**config.mk**
```make
export PLATFORM = sky130hd
export DESIGN_NAME = timer_apb_regs
export DESIGN_NICKNAME = d
export VERILOG_FILES = /design/src/rtl/timer_pkg.sv /design/src/rtl/timer_apb_if.sv /design/src/rtl/timer_apb_regs.sv
export SDC_FILE = /design/constraint.sdc
export NUM_CORES = 1
export LEC_CHECK = 0
export ABC_CLOCK_PERIOD_IN_PS = 2600
export CORE_MARGIN = 8
export CORE_UTILIZATION = 35
export CTS_BUF_LIST = sky130_fd_sc_hd__clkbuf_2 sky130_fd_sc_hd__clkbuf_4 sky130_fd_sc_hd__clkbuf_8
export DETAILED_ROUTE_END_ITERATION = 8
export HOLD_SLACK_MARGIN = 0.05
export PLACE_DENSITY = 0.75
export SLEW_MARGIN = 20
export SYNTH_ARGS = -nofsm -noshare
export SYNTH_HDL_FRONTEND = slang
export SYNTH_HIERARCHICAL = 1
export SYNTH_SLANG_ARGS = --single-unit
```
**constraint.sdc**
```tcl
create_clock -name pclk -period 2.6 [get_ports pclk]
set_input_delay 0.39 -clock pclk [delete_from_list [all_inputs] [get_ports pclk]]
set_output_delay 0.39 -clock pclk [all_outputs]
set_load 0.02 [all_outputs]
```
**src/rtl/timer_pkg.sv**
```systemverilog
// Timer APB register block: shared definitions.
//   Register addresses, TCR/TSR bit positions, prescaler clock-select
//   encoding and the APB interface FSM state type.
package timer_pkg;

    localparam logic [7:0] ADDR_TDR  = 8'h00;
    localparam logic [7:0] ADDR_TCR  = 8'h01;
    localparam logic [7:0] ADDR_TSR  = 8'h02;
    localparam logic [7:0] ADDR_TCNT = 8'h03;

    localparam int TCR_LOAD_BIT = 7;
    localparam int TCR_DOWN_BIT = 5;
    localparam int TCR_EN_BIT   = 4;

    // Implemented TCR bits: load, down, en, cks[1:0]; bits 6,3,2 read 0.
    localparam logic [7:0] TCR_RW_MASK = 8'hB3;

    localparam int TSR_OVF_BIT = 0;
    localparam int TSR_UDF_BIT = 1;

    typedef enum logic [1:0] {
        CKS_DIV2  = 2'b00,
        CKS_DIV4  = 2'b01,
        CKS_DIV8  = 2'b10,
        CKS_DIV16 = 2'b11
    } cks_e;

    typedef enum logic [1:0] {
        ST_IDLE   = 2'b00,
        ST_SETUP  = 2'b01,
        ST_ACCESS = 2'b10
    } apb_state_e;

endpackage

```
**src/rtl/timer_apb_if.sv**
```systemverilog
// APB slave protocol engine for the timer register block.
//   Tracks SETUP/ACCESS phases, inserts WAIT_STATES cycles of pready=0 and
//   produces a single-cycle completion with read/write strobes.
// Ports:
//   pclk, presetn          clock, async active-low reset
//   psel_i, penable_i      APB select / enable
//   pwrite_i               transfer direction
//   pready_o               completion (combinational, one cycle per transfer)
//   wr_en_o, rd_en_o       completion qualified by direction
//
// state     | meaning
// ----------+-------------------------------------------------------------
// ST_IDLE   | no transfer; a SETUP phase on the bus moves us to ST_SETUP
// ST_SETUP  | SETUP was seen last cycle, bus is now in its first ACCESS cycle
// ST_ACCESS | further ACCESS cycles while the wait counter drains
module timer_apb_if
    import timer_pkg::*;
#(
    parameter int WAIT_STATES = 0
) (
    input  logic pclk,
    input  logic presetn,
    input  logic psel_i,
    input  logic penable_i,
    input  logic pwrite_i,
    output logic pready_o,
    output logic wr_en_o,
    output logic rd_en_o
);

    localparam logic [1:0] WAIT_INIT = 2'(WAIT_STATES);

    apb_state_e state_q, state_d;
    logic [1:0] wait_q, wait_d;
    logic       done;

    always_ff @(posedge pclk or negedge presetn) begin
        if (!presetn) begin
            state_q <= ST_IDLE;
            wait_q  <= '0;
        end else begin
            state_q <= state_d;
            wait_q  <= wait_d;
        end
    end

    always_comb begin
        state_d = state_q;
        wait_d  = wait_q;
        done    = 1'b0;
        case (state_q)
            ST_IDLE: begin
                wait_d = WAIT_INIT;
                if (psel_i && !penable_i) begin
                    state_d = ST_SETUP;
                end
            end
            ST_SETUP, ST_ACCESS: begin
                if (!(psel_i && penable_i)) begin
                    // Master abandoned the transfer: drop it with no side
                    // effect, but honour a fresh SETUP if one is already up.
                    wait_d  = WAIT_INIT;
                    state_d = psel_i ? ST_SETUP : ST_IDLE;
                end else if (wait_q == 2'd0) begin
                    done    = 1'b1;
                    state_d = ST_IDLE;
                end else begin
                    wait_d  = wait_q - 2'd1;
                    state_d = ST_ACCESS;
                end
            end
            default: begin
                state_d = ST_IDLE;
            end
        endcase
    end

    assign pready_o = done;
    assign wr_en_o  = done && pwrite_i;
    assign rd_en_o  = done && !pwrite_i;

endmodule

```
**src/rtl/timer_apb_regs.sv**
```systemverilog
// APB register file for the 8-bit timer counter core.
//   Holds TDR (load value), TCR (control) and TSR (sticky event status),
//   drives load/direction/enable/clock-select to the counter and prescaler.
// Ports:
//   pclk, presetn                       clock, async active-low reset
//   psel, penable, pwrite, paddr, pwdata APB request
//   prdata, pready, pslverr             APB response
//   tdr_o, load_o                       load value and 1-cycle load strobe
//   dir_down_o, en_o, cks_o             counter/prescaler controls
//   tcnt_i, ovf_evt_i, udf_evt_i        live count and wrap events
module timer_apb_regs
    import timer_pkg::*;
#(
    parameter int ADDR_W      = 8,
    parameter int DATA_W      = 8,
    parameter int WAIT_STATES = 0
) (
    input  logic              pclk,
    input  logic              presetn,
    input  logic              psel,
    input  logic              penable,
    input  logic              pwrite,
    input  logic [ADDR_W-1:0] paddr,
    input  logic [DATA_W-1:0] pwdata,
    output logic [DATA_W-1:0] prdata,
    output logic              pready,
    output logic              pslverr,
    output logic [7:0]        tdr_o,
    output logic              load_o,
    output logic              dir_down_o,
    output logic              en_o,
    output logic [1:0]        cks_o,
    input  logic [7:0]        tcnt_i,
    input  logic              ovf_evt_i,
    input  logic              udf_evt_i
);

    logic wr_en, rd_en, done;

    timer_apb_if #(
        .WAIT_STATES(WAIT_STATES)
    ) u_apb_if (
        .pclk     (pclk),
        .presetn  (presetn),
        .psel_i   (psel),
        .penable_i(penable),
        .pwrite_i (pwrite),
        .pready_o (done),
        .wr_en_o  (wr_en),
        .rd_en_o  (rd_en)
    );

    logic hit_tdr, hit_tcr, hit_tsr, hit_tcnt, mapped;

    assign hit_tdr  = (paddr == ADDR_W'(ADDR_TDR));
    assign hit_tcr  = (paddr == ADDR_W'(ADDR_TCR));
    assign hit_tsr  = (paddr == ADDR_W'(ADDR_TSR));
    assign hit_tcnt = (paddr == ADDR_W'(ADDR_TCNT));
    assign mapped   = hit_tdr || hit_tcr || hit_tsr || hit_tcnt;

    logic [7:0] wdata;
    assign wdata = pwdata[7:0];

    logic [7:0] tdr_q, tdr_d;
    logic [7:0] tcr_q, tcr_d;
    logic [1:0] tsr_q, tsr_d;
    logic       load_q, load_d;
    logic [1:0] tsr_clr;

    always_comb begin
        tdr_d   = tdr_q;
        tcr_d   = tcr_q;
        load_d  = 1'b0;
        tsr_clr = 2'b00;
        if (wr_en && hit_tdr) begin
            tdr_d = wdata;
        end
        if (wr_en && hit_tcr) begin
            tcr_d  = wdata & TCR_RW_MASK;
            load_d = wdata[TCR_LOAD_BIT];
        end
        if (wr_en && hit_tsr) begin
            tsr_clr = wdata[1:0];
        end
        // Clear first, then set, so an event in the W1C cycle survives.
        tsr_d = tsr_q & ~tsr_clr;
        tsr_d[TSR_OVF_BIT] = tsr_d[TSR_OVF_BIT] | ovf_evt_i;
        tsr_d[TSR_UDF_BIT] = tsr_d[TSR_UDF_BIT] | udf_evt_i;
    end

    always_ff @(posedge pclk or negedge presetn) begin
        if (!presetn) begin
            tdr_q  <= '0;
            tcr_q  <= '0;
            tsr_q  <= '0;
            load_q <= 1'b0;
        end else begin
            tdr_q  <= tdr_d;
            tcr_q  <= tcr_d;
            tsr_q  <= tsr_d;
            load_q <= load_d;
        end
    end

    logic [7:0] rdata;

    always_comb begin
        rdata = 8'h00;
        if (rd_en) begin
            if (hit_tdr) begin
                rdata = tdr_q;
            end else if (hit_tcr) begin
                rdata = tcr_q;
            end else if (hit_tsr) begin
                rdata = {6'b0, tsr_q};
            end else if (hit_tcnt) begin
                rdata = tcnt_i;
            end
        end
    end

    assign prdata  = DATA_W'(rdata);
    assign pready  = done;
    assign pslverr = done && !mapped;

    assign tdr_o      = tdr_q;
    assign load_o     = load_q;
    assign dir_down_o = tcr_q[TCR_DOWN_BIT];
    assign en_o       = tcr_q[TCR_EN_BIT];
    assign cks_o      = tcr_q[1:0];

endmodule

```
==> run summary <==
The run finished with clean final reports. Setup total negative slack on the finished layout was measured at 0 ps. The tools report the first-pass detailed-route iteration total as 4. The run gives 2900 µm as the detailed placer's ending HPWL.

Summing all placed instances gives a cell area of 0.00182 mm². 0 antenna diodes ended up in the layout. The initial antenna violation count came out at 0. Cells with a size suffix above 1 make up 30.8% of the layout. In the global route stage, met1 resource usage came out at 16.1%. For this block, the initial DRC count from the detailed router was 42. The finished layout cell area was 0.00183 mm²; the global-route usage over all layers was 14.1%. The reported max-cap violation count is 0, and the fmax is 414 MHz.

The cell area that synthesis handed to floorplanning was 0.00112 mm². The congestion estimate from routability-driven global placement came to 0.766. The largest fanout on the critical path works out to 6. Power spread over the standard cell area amounts to 419 mW/mm².

In this run the worst hold path is classified as input pin to async pin. The number of levels in the clock H-tree is 1. The largest net degree at the start of global routing is 21, and the register bit count reported by yosys is 20. The core region is 0.00305 mm².

The sequential-to-total area share from yosys stat was 44.6%; the standard-cell row count was 20. TritonCTS built the clock tree. In this run the static leakage power is 0.813 nW. During placement, the flow inserted port buffers numbering 53. Number of synthesized flops with an enable pin: 0. The overall die width works out to 72.6 µm. The distinct cell type count after synthesis is 29. In the synthesized netlist, the number of instances is 98. CTS sink count: 20. For the number of hold violations in the final report, the log shows 0. The share of the synthesized area in the top cell type is 44.6%. The die extent in y was 72.6 µm; the worst endpoint required time was 2210 ps. The part of the cycle the worst path needs is 92.9%. Final-report setup violation count: 0. In this run the deepest clock path goes through 2 buffers.

Leaving out fill and tap cells, the most frequent cell in the layout is clkdlybuf4s50_1. The layer flagged by global routing as most heavily used is met2. The tools report the critical path launch point type as a register. The final-report max-slew violation count is 0.

The run gives 1167 as the via count of the first global-routing pass. The category of the critical setup timing path is register to output port. The run gives 3 as the number of CTS-inserted buffers. The design draws 766 µW.

The run gives 6 as the count of synthesis-stage warnings from yosys. Compared with the post-synthesis result, the final layout area differs by 63.1%. Dividing the detail-routed via count by the number of cells gives 4.93.

After clock tree synthesis, the clock-pin slew on the worst setup and hold paths is 130 ps. The worst pin sits at a relative slew slack of 79.4%. Leaving out fill and tap cells, the most frequent cells in the layout are clkdlybuf4s50_1 (44), dfrtp_1 (20), buf_4 (19). The largest vdd supply drop is 0.000238 V, and the initial cell density of the core is 36.7%. The tools report the clock skew after layout as 8.94 ps. The routed length per instance works out to 16.6 µm. The first global-routing pass estimated 5910 µm of wire. In the final design database the tool counted 204 nets.

At the pin with the least slew margin, the transition time is 305 ps. Dividing the synthesized area by the synthesized cell count gives 11.4 µm². Final period demand of the worst path: 2410 ps. Summed over all instances, the cell type with the most area after synthesis is dfrtp_1. The met3 demand-to-capacity share in global routing is 2.75%. The type of destination of the critical path is an output port. The count of nets left with antenna violations once routing finished came out at 0. By area the synthesized netlist is led by dfrtp_1 (45%), mux2_2 (16%), mux4_2 (4.0%). The total overflow left after global routing is 0. After detailed routing, the number of remaining DRC violations is 0. The routed layout has 1050 vias. The die outline area was 0.00527 mm²; the proportion of synthesized flip-flops having asynchronous set or reset was 100%. The tools report the total detailed-routing wirelength as 3530 µm. Clock tree synthesis selected as its root buffer the cell clkbuf_4. For this design, the CTS-stage hold fixing added 0 buffers. Setup repair after global routing left no endpoint under its margin. The number of nets handed over by synthesis was 132. The tools report the fraction of met2 tracks used by global routing as 24.9%.

54 I/O pins were placed. The worst slack on hold paths was 419 ps. The clock insertion delay at the later pin of the skew report came out at 300 ps.

Among all flip-flop cells after synthesis, the most frequent one is dfrtp_1. Data arrives at the worst endpoint at 2020 ps.
-- power breakdown --
group	switching [mW]	total [mW]	internal (mW)
Combinational	0.0815	0.183	0.101
Sequential	0.00629	0.327	0.321
Clock	0.100	0.256	0.156
Total	0.188	0.766	0.578
-- per-layer routing --
metal	share of wire (%)	up-vias
li1	-	492
met1	41	516
met2	50	38
met3	7.1	4
met4	1.8	0
met5	0	-
-- state kept, by name (all words and copies together), names as in the netlist --
register and flops:
tdr_o 8, tcr_q 5, tsr_q 2, u_apb_if/state_q 2, u_apb_if/wait_q 2, load_o 1
-- cell usage after synthesis, drive strengths merged (2+ instances only) --
| master | count |
|---|---|
| mux4 | 2 |
| a22oi | 3 |
| a21o | 2 |
| nand4 | 3 |
| nand3 | 5 |
| o21ai | 2 |
| mux2 | 16 |
| nor2b | 5 |
| ha | 3 |
| nor2 | 7 |
| a21oi | 3 |
| inv | 6 |
| nand2 | 5 |
| buf | 5 |
| dfrtp | 20 |
-- critical path, cell delays in order, from the launching register on --
cell and delay, ps:
dfrtp_1 370, inv_1 70, ha_1 340, and4_1 220, nor2b_1 130, nand3_1 90, buf_4 180, a21oi_1 120
clkbuf_2 200
-- kinds of logic (layout without fill, tap and decap cells) --
kind of cell | count (synthesis) | count (layout) | synth area share, %
buf+inv | 11 | 82 | 4.91
flops | 20 | 20 | 44.6
mux | 19 | 19 | 21.0
simple gates | 30 | 30 | 16.7
compound gates | 14 | 14 | 8.59
xor+xnor | 1 | 1 | 0.781
fa+ha+maj | 3 | 3 | 3.35
-- cell type report --
class / count / area, µm²
clock inverter: 1 / 30.0
tap: 44 / 55.1
clock buffer: 3 / 22.5
multi-input combinational: 67 / 566
timing repair buffer: 72 / 632
fill: 276 / 1220
sequential: 20 / 500
inverter: 6 / 22.5
-- through the flow --
stage	worst slack (ps)	util (%)	std cells
floorplan	243	-	98
global placement	6.96	59.5	209
detailed placement	-38.6	59.5	209
CTS	20.6	60.9	213
global route	0.133	59.9	213
finish	185	59.9	213
-- final timing paths --
kind,from,to,slack (ps),depth (start not counted)
worst max register to register,u_apb_if/state_q[0],tdr_o[4],230,9
max in group asynchronous,presetn,u_apb_if/wait_q[1],1960,2
min in group pclk,tsr_q[0],tsr_q[0],490,1
worst min-delay path,presetn,tdr_o[1],420,2
worst max-delay path,u_apb_if/state_q[0],prdata[3],190,8
worst min register to register,tsr_q[0],tsr_q[0],490,1
-- timing repair --
| item | in CTS | in global routing |
|---|---|---|
| setup buffers | 0 | 0 |
| resized for setup | 9 | 18 |
| pin swaps | 0 | 0 |
| setup endpoints to repair | 9 | 8 |
Note: power is estimated with default switching activity, not from simulation.
